File: config.mk
export PLATFORM = sky130hd
export DESIGN_NAME = dsk_fetch_engine
export DESIGN_NICKNAME = d
export VERILOG_FILES = /design/src/rtl/dsk_fetch_engine_pkg.sv /design/src/rtl/dsk_word_fifo.sv /design/src/rtl/dsk_fetch_engine.sv
export SDC_FILE = /design/constraint.sdc
export NUM_CORES = 1
export LEC_CHECK = 0
export CAP_MARGIN = 15
export CORE_UTILIZATION = 36
export DETAILED_ROUTE_END_ITERATION = 12
export SYNTH_ARGS = -nofsm -noshare
export SYNTH_HDL_FRONTEND = slang
export SYNTH_SLANG_ARGS = --single-unit
File: constraint.sdc
create_clock -name clk -period 3.01 [get_ports clk]
set_input_delay 0.301 -clock clk [delete_from_list [all_inputs] [get_ports clk]]
set_output_delay 0.301 -clock clk [all_outputs]
set_load 0.005 [all_outputs]
File: src/rtl/dsk_fetch_engine_pkg.sv
// Shared definitions for the floppy-image fetch path.
// Image base offsets are applied by the address controller, so the fetch
// engine itself only ever works with image-relative addresses.
package dsk_fetch_engine_pkg;

    localparam logic [21:0] DSK_INT_BASE = 22'h100000;
    localparam logic [21:0] DSK_EXT_BASE = 22'h200000;

    typedef enum logic {
        IDLE = 1'b0,
        RUN  = 1'b1
    } state_t;

    // Number of 16-bit words covering 'count' bytes when the first byte sits
    // at an odd address (the leading high byte of that word is skipped).
    function automatic logic [16:0] words_for(input logic [15:0] count,
                                              input logic        odd);
        return ({1'b0, count} + {16'd0, odd} + 17'd1) >> 1;
    endfunction

endpackage

File: src/rtl/dsk_word_fifo.sv
// Synchronous word FIFO for the fetch engine's prefetch buffer.
// Ports:
//   clk, rst_n       clock, async active-low reset
//   push, din        write a word (ignored when full)
//   pop              drop the head word (ignored when empty)
//   flush            empty the FIFO; wins over push/pop on the same clk
//   full, empty      occupancy flags
//   head             word at the read pointer (undefined when empty)
module dsk_word_fifo #(
    parameter int DEPTH = 4
) (
    input  logic        clk,
    input  logic        rst_n,
    input  logic        push,
    input  logic        pop,
    input  logic        flush,
    input  logic [15:0] din,
    output logic        full,
    output logic        empty,
    output logic [15:0] head
);

    localparam int AW = $clog2(DEPTH);
    localparam logic [AW:0] FULL_CNT = (AW+1)'(DEPTH);

    logic [15:0]   mem [DEPTH];
    logic [AW-1:0] wr_ptr;
    logic [AW-1:0] rd_ptr;
    logic [AW:0]   count;
    logic          do_push;
    logic          do_pop;

    assign full    = (count == FULL_CNT);
    assign empty   = (count == '0);
    assign head    = mem[rd_ptr];
    assign do_push = push && !full;
    assign do_pop  = pop && !empty;

    always_ff @(posedge clk or negedge rst_n) begin
        if (!rst_n) begin
            wr_ptr <= '0;
            rd_ptr <= '0;
            count  <= '0;
        end else if (flush) begin
            wr_ptr <= '0;
            rd_ptr <= '0;
            count  <= '0;
        end else begin
            if (do_push) wr_ptr <= wr_ptr + AW'(1);
            if (do_pop)  rd_ptr <= rd_ptr + AW'(1);
            case ({do_push, do_pop})
                2'b10:   count <= count + (AW+1)'(1);
                2'b01:   count <= count - (AW+1)'(1);
                default: count <= count;
            endcase
        end
    end

    // Storage needs no reset: head is only observed while the FIFO is non-empty.
    always_ff @(posedge clk) begin
        if (do_push && !flush) mem[wr_ptr] <= din;
    end

endmodule

File: src/rtl/dsk_fetch_engine.sv
// Requester side of one drive's floppy-image memory slot.
// Presents a word address to the address controller, captures the word when
// the slot is acked and latched, buffers it in a small FIFO and streams it out
// as big-endian bytes over a valid/ready handshake.
// Ports:
//   clk, _reset                         clock, async active-low reset
//   memoryLatch, dskReadAck, memoryDataIn  slot handshake and read data
//   dskReadAddr                         image-relative word address (bit0 = 0)
//   start, startAddr, byteCount         transfer request (start aborts any run)
//   busy                                transfer in progress
//   byteOut, byteValid, byteReady       byte stream to the IWM/drive logic
//
// state | meaning
// IDLE  | no transfer; slots are ignored, no bytes presented
// RUN   | fetching words on acked slots and delivering bytes
module dsk_fetch_engine
    import dsk_fetch_engine_pkg::*;
#(
    parameter int FIFO_DEPTH = 4,
    parameter int ADDR_W     = 22
) (
    input  logic              clk,
    input  logic              _reset,
    input  logic              memoryLatch,
    input  logic              dskReadAck,
    input  logic [15:0]       memoryDataIn,
    output logic [ADDR_W-1:0] dskReadAddr,
    input  logic              start,
    input  logic [ADDR_W-1:0] startAddr,
    input  logic [15:0]       byteCount,
    output logic              busy,
    output logic [7:0]        byteOut,
    output logic              byteValid,
    input  logic              byteReady
);

    state_t            state;
    state_t            state_nxt;
    logic [ADDR_W-1:0] read_addr;
    logic [15:0]       bytes_left;
    logic [16:0]       words_left;
    logic              skip_first;
    logic              byte_ptr;

    logic              fifo_full;
    logic              fifo_empty;
    logic [15:0]       fifo_head;
    logic              fifo_push;
    logic              fifo_pop;
    logic              fifo_flush;

    logic              capture;
    logic              fire;
    logic              last_byte;
    logic              ptr_lo;

    // A slot that lands on the same clk as start belongs to the old transfer
    // and is dropped; a full FIFO leaves the address put so the word is refetched.
    assign capture   = (state == RUN) && dskReadAck && memoryLatch && !fifo_full
                       && (words_left != 17'd0) && !start;
    assign byteValid = (state == RUN) && !fifo_empty && (bytes_left != 16'd0);
    assign fire      = byteValid && byteReady && !start;
    assign last_byte = (bytes_left == 16'd1);
    // An odd start enters the first word at its low byte.
    assign ptr_lo    = byte_ptr | skip_first;
    assign byteOut   = byteValid ? (ptr_lo ? fifo_head[7:0] : fifo_head[15:8]) : 8'h00;

    assign fifo_push  = capture;
    assign fifo_pop   = fire && (ptr_lo || last_byte);
    assign fifo_flush = start || (fire && last_byte);

    assign busy        = (state == RUN);
    assign dskReadAddr = read_addr;

    dsk_word_fifo #(
        .DEPTH (FIFO_DEPTH)
    ) u_fifo (
        .clk   (clk),
        .rst_n (_reset),
        .push  (fifo_push),
        .pop   (fifo_pop),
        .flush (fifo_flush),
        .din   (memoryDataIn),
        .full  (fifo_full),
        .empty (fifo_empty),
        .head  (fifo_head)
    );

    always_ff @(posedge clk or negedge _reset) begin
        if (!_reset) state <= IDLE;
        else         state <= state_nxt;
    end

    always_comb begin
        state_nxt = state;
        if (start)
            state_nxt = (byteCount != 16'd0) ? RUN : IDLE;
        else if (fire && last_byte)
            state_nxt = IDLE;
    end

    always_ff @(posedge clk or negedge _reset) begin
        if (!_reset) begin
            read_addr  <= '0;
            bytes_left <= '0;
            words_left <= '0;
            skip_first <= 1'b0;
            byte_ptr   <= 1'b0;
        end else if (start) begin
            read_addr  <= {startAddr[ADDR_W-1:1], 1'b0};
            bytes_left <= byteCount;
            words_left <= words_for(byteCount, startAddr[0]);
            skip_first <= startAddr[0];
            byte_ptr   <= 1'b0;
        end else begin
            if (capture) begin
                read_addr  <= read_addr + ADDR_W'(2);
                words_left <= words_left - 17'd1;
            end
            if (fire) begin
                bytes_left <= bytes_left - 16'd1;
                skip_first <= 1'b0;
                byte_ptr   <= (ptr_lo || last_byte) ? 1'b0 : 1'b1;
            end
        end
    end

endmodule

# Yosys cells after proc, flatten, opt, wreduce, memory -nomap -nowiden
# Memories as Yosys holds them, arrays and structs flattened.
# Cells that the tools add are included.
# totals
reg_bits	65
ram_bits	64
inputBits	60
out_inout_bits	32
word_cells	78
n_memories	1
# classes
addsub	9
eq_ne	4
mux	24
bitwise	1
reduce_logical	30
# memory_table
name	words	width	rd	rd_clocked_by_memory_dff	write_ports	line	rtl
u_fifo.mem	4	16	1	0	1	dsk_word_fifo.sv:26	logic [15:0] mem [DEPTH];
# ops
cell	n
$mux W22	2
$mux W17	2
$mux W16	2
$reduce_bool A16 Y1	2
$add A22 B2 Y22 const B	1
$add A16 B1 Y17	1
$add A17 B1 Y17 const B	1
$reduce_bool A17 Y1	1
$sub A17 B1 Y17 const B	1
$eq A16 B1 Y1 const B	1
$mux W8	2
$sub A16 B1 Y16 const B	1
$logic_and A1 B1 Y1	14
$mux W1	10
$reduce_bool A2 Y1	5
$mux W2	4
$pmux W3 S2	1
$add A2 B1 Y2 const B	2
$logic_not A1 Y1	4
$add A3 B1 Y3 const B	1
$eq A3 B3 Y1 const B	1
$logic_not A3 Y1	1
$mux W3	1
$reduce_bool A3 Y1	1
5 further kinds	6

# Longest topological paths before layout
# depth
depth_word	12
mapped_depth	12
mapped_depth_nobuf	11

# Hierarchy
# A second synthesis with hierarchy kept.
# unflattened
hier_cells	611
hier_area_um2	6845.3
# by_module_without_submodules
mod	instances	cells_per_inst	area_each_um2	seq_area_each_um2
dsk_fetch_engine	1	464	3911.3	1426.4
dsk_word_fifo	1	147	2934.1	2097.0

# Worst setup path after synthesis
# OpenSTA, ideal clock, no wires.
# synth_timing
path_kind	register to register
start	reg bytes_left[0]
end	reg u_fifo.count[2]
setup_time_ns	0.086
arrival_ns	2.588
required_time_ns	2.924
setup_slack_ns	0.336
path_stages_with_launch	11
n_path_buf	0
synth_period_minus_slack_ns	2.674
cell_sequence	dfrtp_1 -> inv_1 -> ha_1 -> or3b_2 -> nor4_4 -> or3b_4 -> nor3_4 -> fa_1 -> nor4_1 -> nor3_1 -> nor3_1
# synth_via
elab_chain_cells	9
word_cells_on_any_way	15
cone_classes	eq/ne (3); mux (2); reduce/logical (10)
# synth_lines
item	line	rtl
start: declaration	dsk_fetch_engine.sv:40	logic [15:0] bytes_left;
start signal: assignment	dsk_fetch_engine.sv:111	bytes_left <= byteCount;
start signal: assignment	dsk_fetch_engine.sv:121	bytes_left <= bytes_left - 16'd1;
$reduce_bool A16 Y1	dsk_fetch_engine.sv:61	assign byteValid = (state == RUN) && !fifo_empty && (bytes_left != 16'd0);
$logic_and A1 B1 Y1	dsk_fetch_engine.sv:61	
$logic_and A1 B1 Y1 (2 in a row)	dsk_fetch_engine.sv:62	assign fire = byteValid && byteReady && !start;
$logic_and A1 B1 Y1	dsk_fetch_engine.sv:69	assign fifo_pop = fire && (ptr_lo || last_byte);
$logic_and A1 B1 Y1	dsk_word_fifo.sv:37	assign do_pop = pop && !empty;
$eq A2 B1 Y1 or $eq A2 B2 Y1 (tied branches)	dsk_word_fifo.sv:51	case ({do_push, do_pop})
$pmux W3 S2	dsk_word_fifo.sv:51	
$mux W3	dsk_word_fifo.sv:44	end else if (flush) begin
end signal: assignment	dsk_word_fifo.sv:52	2'b10: count <= count + (AW+1)'(1);
end signal: assignment	dsk_word_fifo.sv:53	2'b01: count <= count - (AW+1)'(1);
end signal: assignment	dsk_word_fifo.sv:54	default: count <= count;
end: declaration	dsk_word_fifo.sv:29	logic [AW:0] count;
# Several ways; a longest one is shown, not always the timed one.
# A chain may end at the register's enable or synchronous reset.

# Worst setup path after layout
# layout_timing
start	reg bytes_left[4]
end	out byteOut[6]
# layout_via
elab_chain_cells	3
# layout_lines
item	line	rtl
$reduce_bool A16 Y1	dsk_fetch_engine.sv:61	
$logic_and A1 B1 Y1	dsk_fetch_engine.sv:61	
$mux W8	dsk_fetch_engine.sv:66	assign byteOut = byteValid ? (ptr_lo ? fifo_head[7:0] : fifo_head[15:8]) : 8'h00;
end: declaration	dsk_fetch_engine.sv:32	output logic [7:0] byteOut,
# No other way between the ends.

==> results.json <==
{
  "clk_pin_slew_ps": 50,
  "critical_path.endpoint_type": "primary output",
  "synth_flop_cell": "edfxtp_1",
  "finalHoldViolations": 0,
  "post_dp_cell_area_um2": 7606,
  "power.density_nw_per_um2": 562.8,
  "final_core_util_pct": 48.00,
  "insertion_delay_ps": 420,
  "synth_top_family_by_area": "simple AND/OR/NAND/NOR gates",
  "synth_largest_area_cell": "edfxtp_1",
  "routabilityCongestion": 0.8573,
  "synth_edf_count": 64,
  "h-tree-depth": 4,
  "nets": 735,
  "overflow": 0,
  "grt_max_degree": 102,
  "synth_area_leaders": "edfxtp_1 (30%), dfrtp_1 (25%), mux4_2 (5.6%)",
  "die_w_um": 135.6,
  "grt.total_usage_pct": 17.69,
  "post-dp-hpwl_mm": 10.69,
  "cts_tree": "done",
  "synth-seq-cells": 128,
  "pre_cts_ws_ps": 184.2,
  "rows": 48,
  "slew_violations": 0,
  "drv_cap": 0,
  "synth_fa_ha_area_share_pct": 2.258,
  "crit_required_ps": 2710,
  "grt_pass1_wl_mm": 24.72,
  "worst_hold_slack_ps": 141.9,
  "fin_worst_skew_ps": 10.79,
  "fin_ws_ps": 93.65,
  "placeableCoreArea_um2": 17360,
  "fin_setup_tns_ps": 0,
  "final_antenna_net_count": 0,
  "drc": 0,
  "drt_first_pass_iters": 4,
  "io_pins": 92,
  "power_mw": 4.689,
  "synth_most_common_cell": "nand2_1",
  "async_flop_share_pct": 50.00,
  "yosys.area_share.simple_pct": 17.30,
  "fillers": 1525,
  "period_share_pct": 96.89,
  "ys_top_cells_by_count": "nand2_1 (80), dfrtp_1 (64), edfxtp_1 (64), o21ai_0 (47), xnor2_1 (38)",
  "die_h_um": 135.6,
  "placed_cells": 861,
  "dieArea_um2": 18400,
  "worstSetupPathType": "register to primary output",
  "drt-initial-drc-count": 259,
  "avgRoutedWirePerCell_um": 16.99,
  "yosysTopAreaCellShare_pct": 29.89,
  "setup_violations": 0,
  "area_growth_pct": 29.60,
  "via_per_inst": 5.201,
  "fmax_mhz": 342.9,
  "maxSlewHeadroom_pct": 37.93,
  "synthCells": 558,
  "hp-class": "input port to register",
  "synth_compound_area_share_pct": 7.474,
  "avgSynthCellArea_um2": 11.52,
  "final_cells": 902,
  "initial_core_util_pct": 37.04,
  "antenna_found_initial": 0,
  "yosysWarnings": 0,
  "status": "completed",
  "peakVddDrop_uv": 395.2,
  "fin_crit_ps": 2916,
  "drive_above_1_share_pct": 13.88,
  "wl_mm": 15.32,
  "cp_data_arrival_time_ps": 2620,
  "grt_pass1_vias": 4813,
  "clock_path_buffers": 2,
  "crit_fanout": 6,
  "synth.distinct_cells": 55,
  "startpoint_type": "register",
  "antenna_cells": 0,
  "final_area_um2": 8332,
  "synthMuxAreaShare_pct": 7.221,
  "cts.sinks": 128,
  "netlist_area_um2": 6429,
  "vias": 4691,
  "synth-xor-area-share_pct": 8.719,
  "cts_root_buffer": "clkbuf_16",
  "synth_seq_area_share_pct": 54.81,
  "port_buffers": 90,
  "p_leak_nw": 3.093,
  "cts_buffers": 17,
  "syn-num-nets": 629,
  "max_slew.worst_pin.slew_ps": 931.1
}
==> final timing paths <==
| kind | cells after the start | start | slack (ps) | end |
|---|---|---|---|---|
| setup reg to reg | 9 | bytes_left[4] | 160 | u_fifo.count[2] |
| max in group asynchronous | 3 | _reset | 1660 | bytes_left[0] |
| min in group asynchronous | 2 | _reset | 350 | dskReadAddr[6] |
| setup / recovery | 6 | bytes_left[4] | 90 | byteOut[6] |
| hold / removal | 2 | start | 140 | byte_ptr |
| hold reg to reg | 2 | u_fifo.rd_ptr[1] | 540 | u_fifo.rd_ptr[1] |
==> logic make-up (layout without fill, tap and decap cells) <==
group	count (synthesis)	count (layout)
buf+inv	35	153
fa+ha+maj	11	11
xor+xnor	64	64
compound gates	82	82
other cells	1	1
simple gates	211	212
flops	128	128
mux	26	26
==> power breakdown <==
part           switching [mW]  internal (mW)
combinational           0.260          0.274
clock                   0.756           1.38
sequential             0.0940           1.93
total                    1.11           3.58
==> critical path, stage by stage, from the launching register on <==
cell and delay [ps]:
dfrtp_1 440, or4_4 560, nor4_4 360, buf_4 190
or2_4 160, a21oi_1 50, clkdlybuf4s50_1 440
==> final cells by class <==
cell class                      instances  area [µm²]  area share [%]
Inverter                               11       41.29          0.4956
Tap cell                              225       281.5           3.379
Clock inverter                         15       191.4           2.298
Timing Repair Buffer                  110        1069           12.82
Clock buffer                           17       425.4           5.106
Sequential cell                       128        3523           42.29
Multi-Input combinational cell        396        2800           33.61
==> cells in the final DEF, fill, tap and decap left out, drive strengths merged, types with 12 or more instances in the layout <==
master / count
nand2: 80
a21oi: 21
and3: 12
dfrtp: 64
nand4: 14
xor2: 26
inv: 12
nand3: 18
nor3: 18
o21ai: 48
clkbuf: 17
edfxtp: 64
nor4: 21
mux4: 16
clkdlybuf4s50: 83
xnor2: 38
nor2: 18
buf: 21
==> sequential cells by signal, indices dropped and copies added, names as in the netlist <==
register and count:
u_fifo.mem 64, bytes_left 16, dskReadAddr 21, u_fifo.count 3
skip_first 1, words_left 17, busy 1, u_fifo.rd_ptr 2
u_fifo.wr_ptr 2, byte_ptr 1
==> metal layers <==
layer	share of wire (%)	global-route usage [%]	up-vias
met4	0.65	5.306	0
met5	0	0	-
met3	4.7	4.564	8
met2	48	28.15	105
met1	46	23.58	2325
li1	-	-	2253
==> timing repair <==
item	4_1_cts	5_1_grt
gates resized for setup	3	8
setup endpoints to repair	9	10
hold buffers	1	0
buffers inserted	3	4
pin swaps	0	1
gates cloned	1	0
endpoints found under the hold margin	17	0
Power figures use the tool's default switching activity.
